### src/rtl/deemph_stereo_sched.sv
// Stereo scheduler for a shared de-emphasis datapath: issues L,R,L,R into the
// datapath, steers results back alternately, and caps in-flight samples with a credit count.
module deemph_stereo_sched #(
    parameter int DATA_WIDTH   = 32,
    parameter int MAX_INFLIGHT = 64,
    parameter int CW           = $clog2(MAX_INFLIGHT + 1)  // derived; leave at default
) (
    input  logic                  clock_i,
    input  logic                  reset_ni,
    input  logic                  enable_i,
    input  logic                  l_empty_i,
    output logic                  l_rd_en_o,
    input  logic [DATA_WIDTH-1:0] l_dout_i,
    input  logic                  r_empty_i,
    output logic                  r_rd_en_o,
    input  logic [DATA_WIDTH-1:0] r_dout_i,
    input  logic                  dp_full_i,
    output logic                  dp_wr_en_o,
    output logic [DATA_WIDTH-1:0] dp_din_o,
    input  logic                  dp_empty_i,
    output logic                  dp_rd_en_o,
    input  logic [DATA_WIDTH-1:0] dp_dout_i,
    input  logic                  lo_full_i,
    output logic                  lo_wr_en_o,
    output logic [DATA_WIDTH-1:0] lo_din_o,
    input  logic                  ro_full_i,
    output logic                  ro_wr_en_o,
    output logic [DATA_WIDTH-1:0] ro_din_o,
    output logic [CW-1:0]         in_flight_o,
    output logic [31:0]           pair_cnt_o,
    output logic                  busy_o
);

    typedef enum logic {ISS_L = 1'b0, ISS_R = 1'b1} iss_t;
    typedef enum logic {RET_L = 1'b0, RET_R = 1'b1} ret_t;

    iss_t          iss_q, iss_d;
    ret_t          ret_q, ret_d;
    logic [CW-1:0] in_flight_q, in_flight_d;
    logic [31:0]   pair_cnt_q, pair_cnt_d;
    logic          credit_ok;
    logic          issue;
    logic          ret;
    logic          pair_done;

    assign credit_ok = (in_flight_q < CW'(MAX_INFLIGHT));

    always_comb begin
        iss_d      = iss_q;
        ret_d      = ret_q;
        issue      = 1'b0;
        ret        = 1'b0;
        pair_done  = 1'b0;
        l_rd_en_o  = 1'b0;
        r_rd_en_o  = 1'b0;
        lo_wr_en_o = 1'b0;
        ro_wr_en_o = 1'b0;

        // Strobes are qualified by reset so nothing fires while it is held.
        case (iss_q)
            ISS_L: if (reset_ni && enable_i && !l_empty_i && !dp_full_i && credit_ok) begin
                l_rd_en_o = 1'b1;
                issue     = 1'b1;
                iss_d     = ISS_R;
            end
            ISS_R: if (reset_ni && !r_empty_i && !dp_full_i && credit_ok) begin
                r_rd_en_o = 1'b1;
                issue     = 1'b1;
                iss_d     = ISS_L;
            end
        endcase

        case (ret_q)
            RET_L: if (reset_ni && !dp_empty_i && !lo_full_i) begin
                lo_wr_en_o = 1'b1;
                ret        = 1'b1;
                ret_d      = RET_R;
            end
            RET_R: if (reset_ni && !dp_empty_i && !ro_full_i) begin
                ro_wr_en_o = 1'b1;
                ret        = 1'b1;
                pair_done  = 1'b1;
                ret_d      = RET_L;
            end
        endcase

        case ({issue, ret})
            2'b10:   in_flight_d = in_flight_q + CW'(1);
            2'b01:   in_flight_d = in_flight_q - CW'(1);
            default: in_flight_d = in_flight_q;
        endcase

        pair_cnt_d = pair_done ? pair_cnt_q + 32'd1 : pair_cnt_q;
    end

    always_ff @(posedge clock_i or negedge reset_ni) begin
        if (!reset_ni) begin
            iss_q       <= ISS_L;
            ret_q       <= RET_L;
            in_flight_q <= '0;
            pair_cnt_q  <= '0;
        end else begin
            iss_q       <= iss_d;
            ret_q       <= ret_d;
            in_flight_q <= in_flight_d;
            pair_cnt_q  <= pair_cnt_d;
        end
    end

    assign dp_wr_en_o  = issue;
    assign dp_rd_en_o  = ret;
    assign dp_din_o    = (iss_q == ISS_L) ? l_dout_i : r_dout_i;
    assign lo_din_o    = dp_dout_i;
    assign ro_din_o    = dp_dout_i;
    assign in_flight_o = in_flight_q;
    assign pair_cnt_o  = pair_cnt_q;
    assign busy_o      = (iss_q == ISS_R) || (in_flight_q != '0);

endmodule

### config.mk
export PLATFORM = sky130hd
export DESIGN_NAME = deemph_stereo_sched
export DESIGN_NICKNAME = d
export VERILOG_FILES = /design/src/rtl/deemph_stereo_sched.sv
export SDC_FILE = /design/constraint.sdc
export NUM_CORES = 1
export LEC_CHECK = 0
export ABC_AREA = 1
export BUFFER_PORTS_ARGS = -buffer_cell sky130_fd_sc_hd__buf_2
export CAP_MARGIN = 20
export CORE_ASPECT_RATIO = 2
export CORE_MARGIN = 5
export CORE_UTILIZATION = 44
export CTS_CLUSTER_DIAMETER = 40
export DETAILED_ROUTE_END_ITERATION = 8
export PLACE_DENSITY = 0.87
export SYNTH_ARGS = -nofsm -noshare
export SYNTH_HDL_FRONTEND = slang
export SYNTH_SLANG_ARGS = --single-unit
### constraint.sdc
create_clock -name clock_i -period 3.3 [get_ports clock_i]
set_input_delay 0.495 -clock clock_i [delete_from_list [all_inputs] [get_ports clock_i]]
set_output_delay 0.495 -clock clock_i [all_outputs]
set_load 0.005 [all_outputs]
* Word-level counts from Yosys, hierarchy flattened *
Cells that the tools add are included.

word-level totals
  bits in latches = 0
  register bits = 41
  bits of input ports = 105
  memories = 0
  bits in writable memories = 0
  ROM bits = 0

cells by class
  order comparisons = 1
  eq/ne operators = 2
  add/sub/neg operators = 3
  shift operators = 0
  multiplexer cells = 16
  divide/modulo/power cells = 0
  bitwise gates (word level) = 2
  multiply operators = 0
  reduce and logical (&&, ||, !) cells = 19

operators by type and width
  operator                 count
  $add A32 B1 Y32 const B  1
  $mux W32                 1
  $pmux W7 S2              1
  $logic_and A1 B1 Y1      10
  $mux W1                  10
  $pmux W1 S2              4
  $add A7 B1 Y7 const B    1
  $lt A7 B7 Y1 const B     1
  $reduce_bool A7 Y1       1
  $sub A7 B1 Y7 const B    1
  $logic_not A1 Y1         6
  $eq A2 B1 Y1 const B     1
  $eq A2 B2 Y1 const B     1
  $not A1 Y1               2
  $reduce_bool A2 Y1       1
  $logic_or A1 B1 Y1       1

* Logic depth before layout (Yosys ltp) *
Gate-level depths: netlist of run 1.

  depth after elaboration = 8
  depth in mapped cells = 16

* Worst setup path before layout of run 1 *
OpenSTA, ideal clock, no wires.

  path type = input -> register
  from = input port dp_empty_i
  to = register in_flight_q[6] (netlist: in_flight_o[6])
  stages = 15
  required time = 3.182 ns
  path slack = 0.771 ns
  arrival time = 2.412 ns
  cells stage by stage = inv_1 nand2_2 or2_2 o21ai_0 ha_1 inv_1 fa_1 inv_1 nand2_1 nand2_1 nand3b_1 nand2_1 nand2_1 nand3_1 nand2_1

between the ends
  cells in the longest elaborated chain, start to end = 7
  elaborated cells between the ends (all ways) = 11
  those cells by class = 2 x eq/ne; 4 x mux; 5 x reduce/logical

ends and longest elaborated chain
  item                                                      RTL line  source
  start, declared                                           20        input logic dp_empty_i,
  $logic_not A1 Y1 *                                        74, 79
  $logic_and A1 B1 Y1 *                                     74, 79
  $logic_and A1 B1 Y1 (on tied branches)                    79, 74
  $mux W1 (on tied branches)                                79, 74
  $pmux W1 S2 *                                             73        case (ret_q)
  named net dp_rd_en_o                                      21        output logic dp_rd_en_o,
  $eq A2 B1 Y1 / $eq A2 B2 Y1 (equally long branches)       87        case ({issue, ret})
  $pmux W7 S2 / $reduce_bool A2 Y1 (equally long branches)  --
  end signal, assigned                                      105       in_flight_q <= in_flight_d;
  end, declared                                             39        logic [CW-1:0] in_flight_q, in_flight_d;

The timed path passes the listed nets; every way through them passes the cells marked *.
A chain may end at the register's enable or synchronous reset.

* Final worst setup path of run 1 *
  from = input port reset_ni
  to = register in_flight_q[6] (netlist: in_flight_o[6])

between the ends
  cells in the longest elaborated chain, start to end = 8
  elaborated cells between the ends (all ways) = 20
  those cells by class = 2 x eq/ne; 7 x mux; 11 x reduce/logical

ends and longest elaborated chain
  item                                                      RTL line  source
  start, declared                                           9         input logic reset_ni,
  $logic_and A1 B1 Y1 (4 in a row)                          61        ISS_L: if (reset_ni && enable_i && !l_empty_i && !dp_full_i && credit_ok) begin
  $mux W1                                                   61
  $pmux W1 S2                                               60        case (iss_q)
  $eq A2 B1 Y1 / $eq A2 B2 Y1 (equally long branches)       87
  $pmux W7 S2 / $reduce_bool A2 Y1 (equally long branches)  --

Parallel ways exist; a longest one is shown, timed or not.

==> results of run 1 <==
## cell usage in the layout, fill, tap and decap left out, types with 5 or more instances in the layout
cell	instances
nand2_1	177
buf_2	150
o21ai_0	6
nand3_1	18
nand4_1	12
ha_1	7
xor2_1	12
nand2_2	6
xnor2_1	13
dfrtp_1	41
nor2_2	7
nor2_1	27
inv_1	30
nand3b_1	6
buf_4	5
clkbuf_16	5
## worst max path at each step
| stage | slack [ps] | depth (start not counted) | end |
|---|---|---|---|
| 6_report | 690 | 15 | in_flight_o[6] |
| 5_1_grt | 440 | 16 | in_flight_o[6] |
| 4_1_cts | 660 | 16 | in_flight_o[6] |
| 3_5_place_dp | 370 | 16 | in_flight_o[6] |
| 3_3_place_gp | 500 | 16 | in_flight_o[6] |
| 2_1_floorplan | 770 | 15 | in_flight_o[6] |
## state kept, by name, indices dropped and copies added, names as in the netlist
| signal | cells |
|---|---|
| in_flight_o | 7 |
| pair_cnt_o | 32 |
| iss_q | 1 |
| ret_q | 1 |
## layout make-up
type | count | area [sq um] | share of cell area, %
clock buffers | 7 | 143 | 3.71
repair buffers | 155 | 788 | 20.5
flip-flops and latches | 41 | 1030 | 26.7
multi-input cells | 317 | 1640 | 42.8
well taps | 92 | 115 | 3.00
inverters | 33 | 124 | 3.23
## stage by stage
stage | cells | setup slack (ps) | instance area (sq um) | power [uW] | hold WS, ps
floorplan | 464 | 771 | 3320 | 1220 | 199
detailed placement | 638 | 367 | 3700 | 1580 | 511
finish | 645 | 695 | 3840 | 2040 | 302
CTS | 645 | 659 | 3840 | 2060 | 304
global placement | 638 | 501 | 3700 | 1540 | 492
global route | 645 | 443 | 3840 | 2200 | 320
## report_power, final
part | internal [uW] | switching, uW
Clock | 297 | 184
Combinational | 376 | 502
Sequential | 575 | 104
Total | 1250 | 790
## cells by family after synthesis
group,after synthesis,share of synthesized area [%]
XOR/XNOR,25,6.60
flip-flops,41,30.9
AND/OR/NAND/NOR,273,38.1
buffers and inverters,106,19.5
AO/OA/AOI/OAI,11,1.66
adder cells (fa/ha/maj),8,3.24
## per-layer routing
layer / vias to the layer above / routed length, um / track usage, % / part of all wire, %
li1: 1554 / - / - / -
met1: 1434 / 3220 / 20.1 / 32
met2: 203 / 5270 / 38.1 / 53
met3: 30 / 1120 / 6.83 / 11
met4: 0 / 367 / 9.41 / 3.7
met5: - / 0 / 0 / 0
==> results by group, run 1 <==
Status
  – Status: finished clean

Floorplan
  – Initial core utilization: between 40% and 50%
  – Io pins: approximately 250
  – Die ar.: around 9500 sq um
  – Core ar.: ~7300 sq um
  – FP Rows: 44
  – Die Span X: between 70 and 80 um
  – Die Y: around 130 um

Setup path
  – CP Launch Type: primary input
  – Setup CP Type: primary input to flip-flop
  – Critical-path cell list: buf_2, nand2_2, or2_2, o21ai_0, ha_1, inv_1, fa_1, inv_1, nand2_1, nand2_1, nand3b_1, nand2_1, nand2_1, nand3_1, nand2_1
  – Critical path capture point type: flip-flop
  – Critical path's top delay family: simple AND/OR/NAND/NOR gates
  – Largest stage delay, worst path: approximately 370 ps
  – Crit path launch: reset_ni
  – CP arrival: around 2800 ps
  – Required time of the critical path: between 3000 and 4000 ps
  – Worst R2R End: in_flight_o[5]
  – Worst path most repeated cell: nand2_1
  – Reg2reg path depth: 12
  – Worst Path Buf+Inv: 3
  – Reg2reg start: in_flight_o[6]
  – Slack of the worst reg-to-reg path: approximately 800 ps
  – Crit path max fanout: 7
  – Slowest-stage cell, CP: ha_1

Synth
  – Synthesized Nets: 577
  – Sequential fraction of the synthesis area: a little under a third
  – Distinct cells, synth: 31
  – Top-area cell type share of the netlist area: a little under a third
  – Synth Cell Area: 3320 sq um
  – Dominant cell type by area after synthesis: dfrtp_1
  – Seq cells post-synth: around 40
  – Synth warn: 0
  – Most common cell in the netlist: nand2_1
  – Post-synth top cells: nand2_1, buf_4, dfrtp_1
  – Async S/R FF share, synth: 100%
  – Synth top area cells: dfrtp_1, nand2_1, buf_4, xnor2_1, inv_1
  – Most used flip-flop cell after synthesis: dfrtp_1
  – Gate count of the mapped netlist: 464
  – Mapped Avg Cell Area: just over 7 sq um
  – EDFF count, synth: 0

Placed design
  – PortBufs: 150
  – Placer Congestion: slightly above 0.9
  – DP HPWL: ~8.4 mm

Timing
  – Tcrit/Tclk final: just under 80%
  – Final Hold Vio Count: 0
  – FMAX: between 300 and 400 MHz
  – Final TNS setup: 0 ps
  – Min Tclk post-route: roughly 2600 ps
  – Max-slew violation count: 0
  – Setup Skew: roughly 4 ps
  – Least-Margin Pin Slew: about 340 ps
  – Slew HR: between 70 and 80%
  – RSZ-0062 raised after global routing: false
  – Final setup vio count: 0

Finish
  – Area delta synth->final: 15.8%
  – Post-layout util: 52.4%
  – Layout cells sized above 1: approximately a third
  – Diodes inserted: 0
  – Fill cells: ~670
  – # nets final: around 670

Clock network
  – CTS-repair resized insts: 0
  – Worst skew pair latency: about 280 ps
  – Cts hold-fix bufs: 0
  – Post-CTS setup buffers: 0
  – Clock sinks: 41
  – CTS Buf Count: 5
  – Reg clk slew, reported paths: 60 ps
  – Clock root cell: clkbuf_16
  – CTS tree: done
  – Clk buf depth: 2
  – H-Tree Level Count: 2

GRT
  – GRT Overall Usage: 20.7%
  – Largest net degree at the start of global routing: 34
  – First-pass GRT wire length: around 16 mm
  – Grt ovf: 0
  – Initial antenna violation count: 0
  – Vias in the first global route: around 3300

Routing
  – Via count: around 3200
  – Initial detailed-routing violation count: roughly 160
  – 1st-pass router iterations: 5
  – Vias per std cell: ~5
  – # DRC: 0
  – Final wirelength: 9.97 mm
  – Post-route ant nets: 0
  – Routed len/inst: ~15 um

Power
  – Max rail drop VDD: 0.227 mV
  – Pwr/cell area: ~530 nW/um^2
  – Leak: approximately 0.0023 uW

Min path
  – Hold crit path type: primary input to asynchronous set/reset pin

Run
  – Max-cap violations: 0
Note: power is estimated with default switching activity, not from simulation.
==> run 2, diff against run 1 <==
- ABC_AREA: 1 -> 0
- CORE_UTILIZATION: 44 -> 36
- PLACE_DENSITY: 0.87 -> 0.77
- clock period: 3.3 -> 2.15 ns (I/O delays scaled with it)
==> run 2 against run 1 <==
Effect of this change:
- the run now ends with setup timing left
- sequential power grew 52%
- cell count shrank 18%
- flip-flop and latch count is the same
- via count shrank 16%
- die area grew 13%
- clock-buffer cell count shrank 2
- clock skew grew 2.1 ps
- non-clock buffer count grew 26
==> results by group, run 2 <==
Status
  – Status: finished with violations
  – Failing checks: setup timing

Setup path
  – CP arrival: 2750 ps (-30 ps)
  – Setup CP Type: flip-flop to flip-flop
  – Worst path most repeated cell: ha_4
  – Slowest-stage cell, CP: or3b_4
  – Critical path capture point type: flip-flop
  – Crit path max fanout: 7 (unchanged)
  – CP Launch Type: flip-flop
  – Required time of the critical path: 2370 ps (-1100 ps)
  – Critical path's top delay family: simple AND/OR/NAND/NOR gates
  – Largest stage delay, worst path: 410 ps (+40 ps)
  – Worst Path Buf+Inv: 0 (-3)
  – Critical-path cell list: or3b_4, nor4b_4, nor2_2, ha_4, ha_4, a21o_1, a31o_2, a2111oi_4, nand3b_1

Placed design
  – PortBufs: 150 (unchanged)
  – Dpl cells: 521 (-18%)
  – DP HPWL: 8.45 mm (+0.16%)
  – Placer Congestion: 0.912 (-1.2%)

GRT
  – First-pass GRT wire length: 14.5 mm (-7.5%)
  – Grt met3 use: 8.72% (+1.9 points)
  – GRT Overall Usage: 18.1% (-2.6 points)
  – GRT busiest layer: met2
  – Vias in the first global route: 2867 (-13%)
  – Initial antenna violation count: 0 (unchanged)
  – Met2 global-route usage: 32.4% (-5.7 points)
  – Met1 Usage GRT: 15.4% (-4.7 points)
  – Largest net degree at the start of global routing: 35 (+2.9%)
  – Grt ovf: 0 (unchanged)

Floorplan
  – FP Rows: 48 (+9.1%)
  – Io pins: 247 (unchanged)
  – Initial core utilization: 36.6% (-8.7 points)
  – Die ar.: 10700 sq um (+13%)
  – Core ar.: 8530 sq um (+16%)
  – Die Y: 142 um (+6.6%)
  – Die Span X: 75.8 um (+6.2%)

Clock network
  – CTS Buf Count: 5 (unchanged)
  – Clock root cell: clkbuf_16
  – Clk buf depth: 2 (unchanged)
  – Reg clk slew, reported paths: 60 ps (about the same)
  – Clock sinks: 41 (unchanged)
  – Worst skew pair latency: 290 ps (about the same)
  – CTS tree: done
  – Cts hold-fix bufs: 0 (unchanged)
  – H-Tree Level Count: 2 (unchanged)

Finish
  – Final cell count without fillers: 530 (-18%)
  – Diodes inserted: 0 (unchanged)
  – Commonest non-fill, non-tap cells in the layout: buf_2, dfrtp_1, mux2_2
  – Area delta synth->final: 28.1%
  – # nets final: 543 (-18%)
  – Commonest non-fill, non-tap cell in the layout: buf_2
  – Max reg flops: 32 (unchanged)
  – Layout cells sized above 1: 57.0% (+22 points)

Timing
  – Least-Margin Pin Slew: 493 ps (+153 ps)
  – FMAX: 395 MHz
  – Tcrit/Tclk final: 118%
  – Worst Hold Slack: 148 ps (-154 ps)
  – RSZ-0062 raised after global routing: true
  – Max-slew violation count: 0 (unchanged)
  – Slew HR: 66.8% (-10 points)
  – Final setup vio count: 4 (+4)
  – Worst setup margin: -380 ps (-1070 ps)
  – Final Hold Vio Count: 0 (unchanged)
  – Setup Skew: 5.99 ps (+2.10 ps)
  – Min Tclk post-route: 2530 ps

Routing
  – Routed len/inst: 18.6 um (+21%)
  – # DRC: 0 (unchanged)
  – Via count: 2708 (-16%)
  – Final wirelength: 9.88 mm (-0.92%)
  – Vias per std cell: 5.11 (+2.3%)
  – Post-route ant nets: 0 (unchanged)
  – Initial detailed-routing violation count: 52 (-68%)
  – 1st-pass router iterations: 4 (-1)

Synth
  – Seq cells post-synth: 41 (unchanged)
  – Post-synth top cells: buf_4, dfrtp_1, mux2_2
  – Sequential fraction of the synthesis area: 32.9% (+2.0 points)
  – Dominant cell type by area after synthesis: dfrtp_1
  – Synthesized Nets: 429 (-26%)
  – Synth warn: 0 (unchanged)
  – Synth Cell Area: 3120 sq um (-6.0%)
  – Synth top area cells: dfrtp_1, buf_4, mux2_2, xnor2_1, xor2_1
  – Most common cell in the netlist: buf_4
  – Distinct cells, synth: 48 (+55%)
  – Most used flip-flop cell after synthesis: dfrtp_1
  – Mapped Avg Cell Area: 9.87 sq um (+38%)
  – EDFF count, synth: 0 (unchanged)
  – Async S/R FF share, synth: 100% (unchanged)
  – Top-area cell type share of the netlist area: 32.9% (+2.0 points)
  – Gate count of the mapped netlist: 316 (-32%)

Power
  – Pwr/cell area: 854 nW/um^2 (+61%)
  – Leak: 0.00205 uW (-10%)
  – Max rail drop VDD: 0.693 mV (+210%)

Min path
  – Hold crit path type: primary input to asynchronous set/reset pin

Run
  – Max-cap violations: 0 (unchanged)
==> run 2: worst register-to-register path: cells and delay by family, from the launching register on <==
family / cells / cell delay (ps)
and+or+nand+nor: 4 / 930
AOI/OAI and AO/OA: 3 / 710
adders and majority gates: 2 / 450
DFF: 1 / 380
==> run 2: final timing paths <==
path | start | end | slack (ps) | cells after the start
min in group clock_i | r_empty_i | iss_q | 330 | 3
max in group asynchronous | reset_ni | pair_cnt_o[29] | 1710 | 3
hold reg to reg | pair_cnt_o[29] | pair_cnt_o[29] | 490 | 1
hold / removal | reset_ni | ret_q | 150 | 3
setup reg to reg | in_flight_o[6] | in_flight_o[5] | -380 | 9
setup / recovery | in_flight_o[6] | in_flight_o[5] | -380 | 9
==> run 2: kinds of logic (layout without fill, tap and decap cells) <==
family	count (synthesis)	in the layout	share of synthesized area, %
AOI/OAI and AO/OA	17	17	3.81
xor gates and xnor gates	35	35	9.83
adders and majority gates	8	8	3.45
buffers and inverters	84	198	18.3
DFF	41	41	32.9
muxes	33	33	11.9
and+or+nand+nor	98	98	19.9
==> run 2: layout make-up <==
type,count,area (sq um)
clock inverter,2,35.0
timing repair buffer,181,990
clock buffer,5,125
inverter,10,37.5
tap,100,125
sequential,41,1030
fill,806,4530
multi-input combinational,191,1660
==> run 2: metrics by stage <==
step / total power, uW / util [%] / TNS [ps] / area [sq um] / setup slack, ps
finish: 3410 / 46.8 / -1280 / 4000 / -380
global route: 3630 / 46.8 / -1690 / 4000 / -445
CTS: 3400 / 46.3 / -1130 / 3950 / -362
detailed placement: 2520 / 44.0 / -1970 / 3750 / -497
global placement: 2490 / 44.0 / -1520 / 3750 / -472
floorplan: 1930 / - / -1110 / 3190 / -380
==> run 2: power by group <==
part	switching [uW]	total (uW)	internal (uW)
Combinational	686	1540	859
Sequential	148	1030	882
Clock	298	837	539
==> run 2: repair_timing <==
item                                    CTS  global route
pin swaps                                 3             1
gates resized for setup                   5             6
buffers inserted                          2             1
cloned                                    0             0
endpoints found under the setup margin    4             7
==> run 2: metal layers <==
metal | routed length (um) | up-vias
met5 | 0 | -
met4 | 542 | 0
met3 | 1320 | 35
met2 | 5040 | 166
met1 | 2970 | 1241
li1 | - | 1266
